<file path="config.mk">
export PLATFORM = sky130hd
export DESIGN_NAME = id_stage
export DESIGN_NICKNAME = d
export VERILOG_FILES = /design/src/rtl/id_stage.sv
export SDC_FILE = /design/constraint.sdc
export NUM_CORES = 2
export LEC_CHECK = 0
export CAP_MARGIN = 10
export CORE_MARGIN = 5
export CORE_UTILIZATION = 50
export DETAILED_ROUTE_END_ITERATION = 6
export PLACE_DENSITY = 0.68
export SLEW_MARGIN = 20
export SYNTH_ARGS = -nofsm -noshare
export SYNTH_HDL_FRONTEND = slang
export SYNTH_SLANG_ARGS = --single-unit
export TNS_END_PERCENT = 30
</file>
<file path="constraint.sdc">
create_clock -name clk -period 9 [get_ports clk]
set_clock_uncertainty 0.05 [all_clocks]
set_input_delay 1.8 -clock clk [delete_from_list [all_inputs] [get_ports clk]]
set_output_delay 1.8 -clock clk [all_outputs]
set_load 0.02 [all_outputs]
</file>
<file path="src/rtl/id_stage.sv">
// Decode stage of the LA32R 5-stage pipeline: latches one {pc, inst} packet,
// reads the register file, resolves branches and interlocks on RAW hazards.
module id_stage #(
   parameter int FS_TO_DS_BUS_WD = 64,
   parameter int BR_BUS_WD       = 33,
   parameter int DS_TO_ES_BUS_WD = 148,
   parameter int WS_TO_RF_BUS_WD = 38
) (
   input  logic                       clk,
   input  logic                       reset,
   // fetch side
   input  logic                       fs_to_ds_valid,
   input  logic [FS_TO_DS_BUS_WD-1:0] fs_to_ds_bus,
   output logic                       ds_allow_in,
   output logic [BR_BUS_WD-1:0]       brbus,
   // execute side
   input  logic                       es_allow_in,
   output logic                       ds_to_es_valid,
   output logic [DS_TO_ES_BUS_WD-1:0] ds_to_es_bus,
   // writeback port and in-flight destinations
   input  logic [WS_TO_RF_BUS_WD-1:0] ws_to_rf_bus,
   input  logic [5:0]                 es_to_ds_dest,
   input  logic [5:0]                 ms_to_ds_dest,
   input  logic [5:0]                 ws_to_ds_dest
);

   logic        ds_valid;
   logic [31:0] ds_pc;
   logic [31:0] ds_inst;
   logic        ds_ready_go;
   logic        hazard;
   logic        br_taken;
   logic        br_cond;
   logic [31:0] br_target;

   // instruction fields
   logic [4:0]  rd;
   logic [4:0]  rj;
   logic [4:0]  rk;
   logic [16:0] op_31_15;
   logic [9:0]  op_31_22;
   logic [5:0]  op_31_26;
   logic [6:0]  op_31_25;

   // decoded instructions
   logic inst_add_w;
   logic inst_sub_w;
   logic inst_slt;
   logic inst_sltu;
   logic inst_nor;
   logic inst_and;
   logic inst_or;
   logic inst_xor;
   logic inst_slli_w;
   logic inst_srli_w;
   logic inst_srai_w;
   logic inst_addi_w;
   logic inst_ld_w;
   logic inst_st_w;
   logic inst_jirl;
   logic inst_b;
   logic inst_bl;
   logic inst_beq;
   logic inst_bne;
   logic inst_lu12i_w;

   logic inst_3r;
   logic inst_shift_imm;
   logic inst_valid_op;

   // immediates
   logic [31:0] imm_si12;
   logic [31:0] imm_ui5;
   logic [31:0] imm_si20;
   logic [31:0] imm_offs16;
   logic [31:0] imm_offs26;

   // control bundle
   logic [11:0] alu_op;
   logic        res_from_mem;
   logic        mem_we;
   logic        gr_we;
   logic [4:0]  dest;
   logic [31:0] alu_src1;
   logic [31:0] alu_src2;
   logic [31:0] rkd_value;

   // register file
   logic [31:0] rf [32];
   logic        rf_we;
   logic [4:0]  rf_waddr;
   logic [31:0] rf_wdata;
   logic [4:0]  rf_raddr2;
   logic        src_reg_is_rd;
   logic [31:0] rj_value;
   logic [31:0] rf_rdata2;

   // hazard terms
   logic uses_rj;
   logic uses_rk;
   logic uses_rd;
   logic rj_hit;
   logic rk_hit;
   logic rd_hit;

   // A taken branch leaving decode also kills the sequential packet being handed over.
   always_ff @(posedge clk) begin
      if (reset) begin
         ds_valid <= 1'b0;
      end else if (ds_allow_in) begin
         ds_valid <= fs_to_ds_valid & ~br_taken;
      end
   end

   always_ff @(posedge clk) begin
      if (ds_allow_in) begin
         {ds_pc, ds_inst} <= fs_to_ds_bus;
      end
   end

   assign ds_ready_go    = ~hazard;
   assign ds_allow_in    = ~ds_valid | (ds_ready_go & es_allow_in);
   assign ds_to_es_valid = ds_valid & ds_ready_go;

   assign rd       = ds_inst[4:0];
   assign rj       = ds_inst[9:5];
   assign rk       = ds_inst[14:10];
   assign op_31_15 = ds_inst[31:15];
   assign op_31_22 = ds_inst[31:22];
   assign op_31_26 = ds_inst[31:26];
   assign op_31_25 = ds_inst[31:25];

   assign inst_add_w   = (op_31_15 == 17'h00020);
   assign inst_sub_w   = (op_31_15 == 17'h00022);
   assign inst_slt     = (op_31_15 == 17'h00024);
   assign inst_sltu    = (op_31_15 == 17'h00025);
   assign inst_nor     = (op_31_15 == 17'h00028);
   assign inst_and     = (op_31_15 == 17'h00029);
   assign inst_or      = (op_31_15 == 17'h0002a);
   assign inst_xor     = (op_31_15 == 17'h0002b);
   assign inst_slli_w  = (op_31_15 == 17'h00081);
   assign inst_srli_w  = (op_31_15 == 17'h00089);
   assign inst_srai_w  = (op_31_15 == 17'h00091);
   assign inst_addi_w  = (op_31_22 == 10'h00a);
   assign inst_ld_w    = (op_31_22 == 10'h0a2);
   assign inst_st_w    = (op_31_22 == 10'h0a6);
   assign inst_jirl    = (op_31_26 == 6'h13);
   assign inst_b       = (op_31_26 == 6'h14);
   assign inst_bl      = (op_31_26 == 6'h15);
   assign inst_beq     = (op_31_26 == 6'h16);
   assign inst_bne     = (op_31_26 == 6'h17);
   assign inst_lu12i_w = (op_31_25 == 7'h0a);

   assign inst_3r = inst_add_w | inst_sub_w | inst_slt | inst_sltu
                  | inst_nor | inst_and | inst_or | inst_xor;
   assign inst_shift_imm = inst_slli_w | inst_srli_w | inst_srai_w;
   assign inst_valid_op  = inst_3r | inst_shift_imm | inst_addi_w | inst_ld_w | inst_st_w
                         | inst_jirl | inst_b | inst_bl | inst_beq | inst_bne | inst_lu12i_w;

   assign imm_si12   = {{20{ds_inst[21]}}, ds_inst[21:10]};
   assign imm_ui5    = {27'b0, ds_inst[14:10]};
   assign imm_si20   = {ds_inst[24:5], 12'b0};
   assign imm_offs16 = {{14{ds_inst[25]}}, ds_inst[25:10], 2'b0};
   assign imm_offs26 = {{4{ds_inst[9]}}, ds_inst[9:0], ds_inst[25:10], 2'b0};

   assign alu_op[0]  = inst_add_w | inst_addi_w | inst_ld_w | inst_st_w | inst_bl | inst_jirl;
   assign alu_op[1]  = inst_sub_w;
   assign alu_op[2]  = inst_slt;
   assign alu_op[3]  = inst_sltu;
   assign alu_op[4]  = inst_and;
   assign alu_op[5]  = inst_nor;
   assign alu_op[6]  = inst_or;
   assign alu_op[7]  = inst_xor;
   assign alu_op[8]  = inst_slli_w;
   assign alu_op[9]  = inst_srli_w;
   assign alu_op[10] = inst_srai_w;
   assign alu_op[11] = inst_lu12i_w;

   assign res_from_mem = inst_ld_w;
   assign mem_we       = inst_st_w;
   assign gr_we        = inst_valid_op & ~inst_st_w & ~inst_b & ~inst_beq & ~inst_bne;
   assign dest         = ~gr_we ? 5'd0 : (inst_bl ? 5'd1 : rd);

   // Port 2 serves rd for ops that compare or store it, rk for everything else.
   assign {rf_we, rf_waddr, rf_wdata} = ws_to_rf_bus;
   assign src_reg_is_rd = inst_beq | inst_bne | inst_st_w;
   assign rf_raddr2     = src_reg_is_rd ? rd : rk;

   always_ff @(posedge clk) begin
      if (rf_we && (rf_waddr != 5'd0)) begin
         rf[rf_waddr] <= rf_wdata;
      end
   end

   assign rj_value  = (rj == 5'd0)        ? 32'd0 : rf[rj];
   assign rf_rdata2 = (rf_raddr2 == 5'd0) ? 32'd0 : rf[rf_raddr2];
   assign rkd_value = rf_rdata2;

   always_comb begin
      alu_src1 = rj_value;
      alu_src2 = rf_rdata2;
      if (inst_bl | inst_jirl) begin
         alu_src1 = ds_pc;
         alu_src2 = 32'd4;
      end else if (inst_addi_w | inst_ld_w | inst_st_w) begin
         alu_src2 = imm_si12;
      end else if (inst_shift_imm) begin
         alu_src2 = imm_ui5;
      end else if (inst_lu12i_w) begin
         alu_src2 = imm_si20;
      end
   end

   always_comb begin
      br_target = ds_pc + imm_offs26;
      if (inst_beq | inst_bne) begin
         br_target = ds_pc + imm_offs16;
      end else if (inst_jirl) begin
         br_target = rj_value + imm_offs16;
      end
   end

   assign br_cond  = (inst_beq & (rj_value == rf_rdata2))
                   | (inst_bne & (rj_value != rf_rdata2))
                   | inst_b | inst_bl | inst_jirl;
   assign br_taken = ds_valid & ds_ready_go & es_allow_in & br_cond;
   assign brbus    = {br_taken, br_target};

   // A source only interlocks if the op actually reads it and it is not r0.
   function automatic logic dest_hit(input logic [5:0] d, input logic [4:0] r);
      return d[5] && (d[4:0] == r);
   endfunction

   assign uses_rj = inst_valid_op & ~inst_b & ~inst_bl & ~inst_lu12i_w;
   assign uses_rk = inst_3r;
   assign uses_rd = inst_beq | inst_bne | inst_st_w;

   assign rj_hit = (rj != 5'd0) && (dest_hit(es_to_ds_dest, rj)
                 || dest_hit(ms_to_ds_dest, rj) || dest_hit(ws_to_ds_dest, rj));
   assign rk_hit = (rk != 5'd0) && (dest_hit(es_to_ds_dest, rk)
                 || dest_hit(ms_to_ds_dest, rk) || dest_hit(ws_to_ds_dest, rk));
   assign rd_hit = (rd != 5'd0) && (dest_hit(es_to_ds_dest, rd)
                 || dest_hit(ms_to_ds_dest, rd) || dest_hit(ws_to_ds_dest, rd));

   assign hazard = (uses_rj & rj_hit) | (uses_rk & rk_hit) | (uses_rd & rd_hit);

   assign ds_to_es_bus = {alu_op, res_from_mem, mem_we, gr_we, dest,
                          alu_src1, alu_src2, rkd_value, ds_pc};

endmodule

</file>
==> reports/metrics.csv <==
stage;metric;value;unit
sta;fin_tns_setup;-0.194;ns
sta;hold_ws;0.649;ns
floorplan;core;113000;um^2
clock_tree;clk_pin_slew;0.06;ns
floorplan;rows;123;
floorplan;die-area;121000;um^2
route;totalWireLength;208000;um
outcome;outcome;finished with violations;
route;ant_nets;0;
route;via_count;41219;
sta;max_freq;109;MHz
sta;slew_headroom;23.1;%
yosys;ys_warn_count;0;
placed_design;hpwl;130000;um
floorplan;start_util;50.5;%
floorplan;ios;307;
pwr;pwr-share-seq;42.9;%
placed_design;place_area;62500;um^2
yosys;synth_area;56900;um^2
route;first_iter_violations;5860;
placed_design;place_ws;0.193;ns
layout;area_growth;16.7;%
clock_tree;clockBufferDepth;3;
critical_path;worstSetupPathType;flip-flop to output port;
sta;slew_viol_final;0;
grt;grt_usage;33.6;%
layout;fin_area;66500;um^2
min_path;min_path_type;flip-flop to flip-flop;
yosys;synth_edf_count;1088;
yosys;async_reset_ff_share;0;%
critical_path;worst_ep_arrival_time;7.34;ns
yosys;yosysUniqueCellTypes;83;
clock_tree;ctsRootBufferMaster;clkbuf_16;
grt;grt-ovfl-total;0;
pwr;switchingPower;3.83;mW
yosys;synth_area_per_cell;14.0;um^2
route;first_pass_iters;6;
placed_design;place_inst;5808;
critical_path;startpoint;ds_inst[30];
grt;grt_antenna_before_repair;11;
yosys;seq_area_frac_synth;57.6;%
route;drc;0;
clock_tree;cts_buffers;110;
yosys;synthFlopType;edfxtp_1;
critical_path;rrSetupSlack;2.57;ns
critical_path;rr_startpoint;ds_inst[30];
critical_path;cp_max_fo;19;
floorplan;fp.dieH;347;um
sta;setup_viol;1;
pwr;p_int;9.71;mW
sta;fin_crit;9.19;ns
critical_path;worst_setup_path_start_kind;flip-flop;
floorplan;die_w;347;um
pwr;p_total;13.5;mW
critical_path;rr_worst_depth;13;
yosys;synthCells;4080;
layout;fill_cells;8591;
critical_path;r2r_end;ds_valid;
sta;fin_crit_sh;102;%
yosys;synth-seq-cells;1094;
grt;grt_max_degree;76;
clock_tree;h-tree-depth;3;
layout;postLayoutCoreUtil;58.9;%
layout;layoutNonFillerInstCount;6023;
clock_tree;postCtsHoldBufs;0;
pwr;vdd_ir_drop_max;0.000140;V
placed_design;gp_congestion;0.958;
clock_tree;clock_latency;0.72;ns
pwr;comb_power_share;21.3;%
pwr;swShare;28.3;%
placed_design;io_buffers;306;
sta;rsz0062_at_grt;true;
layout;drive_gt1_share;18.4;%
critical_path;required;7.15;ns
clock_tree;clock-sinks;1094;
sta;tightest_slew;1.15;ns
layout;fin_nets;4618;
min_path;holdPathEnd;ds_valid;
outcome;violations;negative setup slack;
pwr;p_clk_share;35.9;%
pwr;p_per_area;204;nW/um^2
sta;finalHoldViolations;0;
clock_tree;cts_tree;built;
route;wl_per_cell;34.6;um
pwr;leakagePower;23.3;nW
min_path;hp-start;ds_valid;
sta;worst_slack;-0.194;ns
route;vias_per_cell;6.84;
grt;grt_pass1_wl;291000;um
critical_path;critPathCaptureType;output port;
min_path;hold_depth;3;
grt;grt_pass1_vias;39671;
job;max_cap_viol_count;0;
==> per-layer routing <==
| metal | GRT usage (%) | wire length [um] | up-vias |
|---|---|---|---|
| li1 | - | - | 16739 |
| met1 | 43.0 | 73000 | 20711 |
| met2 | 51.8 | 93100 | 3128 |
| met3 | 10.5 | 28900 | 631 |
| met4 | 17.3 | 13300 | 10 |
| met5 | 0 | 68 | - |
==> layout make-up <==
class                      count  area, um^2  share of cell area [%]
inverter                      70         263                   0.395
clock inverter                80         901                    1.36
multi-input combinational   2652       23000                    34.6
tap                         1500        1880                    2.82
clock buffer                 128        2910                    4.37
sequential                  1094       32800                    49.4
antenna                        6        15.0                  0.0226
timing repair buffer         493        4670                    7.03
==> worst max-delay path: stages, from the launching register on <==
cell	delay (ns)
edfxtp_1	0.50
nor4b_1	0.49
nand4_1	0.61
nand2_1	0.57
mux2_2	0.77
a21o_1	0.42
or3_1	0.20
o211ai_1	0.22
xnor2_1	0.89
nand4_1	0.39
nor4_2	0.51
mux2i_1	0.20
a21oi_2	0.21
clkdlybuf4s50_1	0.63
==> repair_timing <==
| action | 4_1_cts | 5_1_grt |
|---|---|---|
| setup buffers | 0 | 1 |
| endpoints found under the setup margin | 10 | 11 |
| gates resized for setup | 9 | 17 |
| pin swaps | 0 | 2 |
==> how the worst max path moves through the flow <==
stage	end	slack, ns	depth (start not counted)
after detailed placement	brbus[29]	0.19	21
after global placement	brbus[29]	0.19	20
after floorplan	brbus[23]	1.39	22
after global routing	brbus[32]	-0.17	14
after CTS	brbus[28]	0.003	24
final	brbus[32]	-0.19	13
==> cells in the mapped netlist, types with 27 or more instances <==
cell,count,area [um^2]
edfxtp_1,1088,32700
nand2_1,534,2000
mux2i_1,351,3510
mux4_2,320,7210
nand3_1,197,986
nor2_1,179,672
clkbuf_1,142,533
a21oi_1,136,681
buf_2,86,430
xor2_1,72,631
ha_1,71,888
inv_1,70,263
o21ai_0,66,330
mux2_2,61,687
xnor2_1,58,508
buf_4,37,278
o211ai_1,37,278
o22ai_1,37,231
o2111ai_1,34,298
a31oi_1,31,194
a21o_1,28,210
nand4_1,27,169
nor3_1,27,135
==> power by group through the flow <==
stage	Combinational, mW	Sequential, mW	Clock [mW]
5_1_grt	3.02	5.81	5.11
2_1_floorplan	1.63	5.86	0
3_5_place_dp	2.80	5.91	0
3_3_place_gp	2.79	5.91	0
4_1_cts	2.82	5.80	4.89
6_report	2.88	5.81	4.86
==> sequential cells by signal, indices dropped and copies added (netlist names), named ones only <==
register	count
rf	1024
ds_inst	32
ds_pc	32
ds_valid	1
==> placed cells by master, fill, tap and decap left out, types with 33 or more instances in the layout <==
master           netlist  layout
inv_1                 70      69
mux2i_1              351     346
clkdlybuf4s50_1        0     301
a21oi_1              136     134
xnor2_1               58      58
o2111ai_1             34      33
mux4_2               320     320
buf_4                 37     171
o211ai_1              37      37
edfxtp_1            1088    1088
nand2_1              534     532
nand3_1              197     196
nor2_1               179     145
clkbuf_16              0     114
o21ai_0               66      64
o22ai_1               37      36
mux2_2                61      61
xor2_1                72      72
ha_1                  71      71
==> cell families (layout without fill, tap and decap cells) <==
group / count (synthesis) / count (layout) / share of synthesized area [%]
AND/OR/NAND/NOR: 1108 / 1108 / 8.72
flip-flops: 1094 / 1094 / 57.6
multiplexers: 732 / 732 / 20.0
AO/OA/AOI/OAI: 577 / 577 / 7.06
buffers and inverters: 365 / 771 / 2.95
XOR/XNOR: 130 / 130 / 2.00
adder cells (fa/ha/maj): 73 / 73 / 1.63
other: 1 / 38 / 0.00659
No activity file was read; power rests on OpenSTA's default activity.
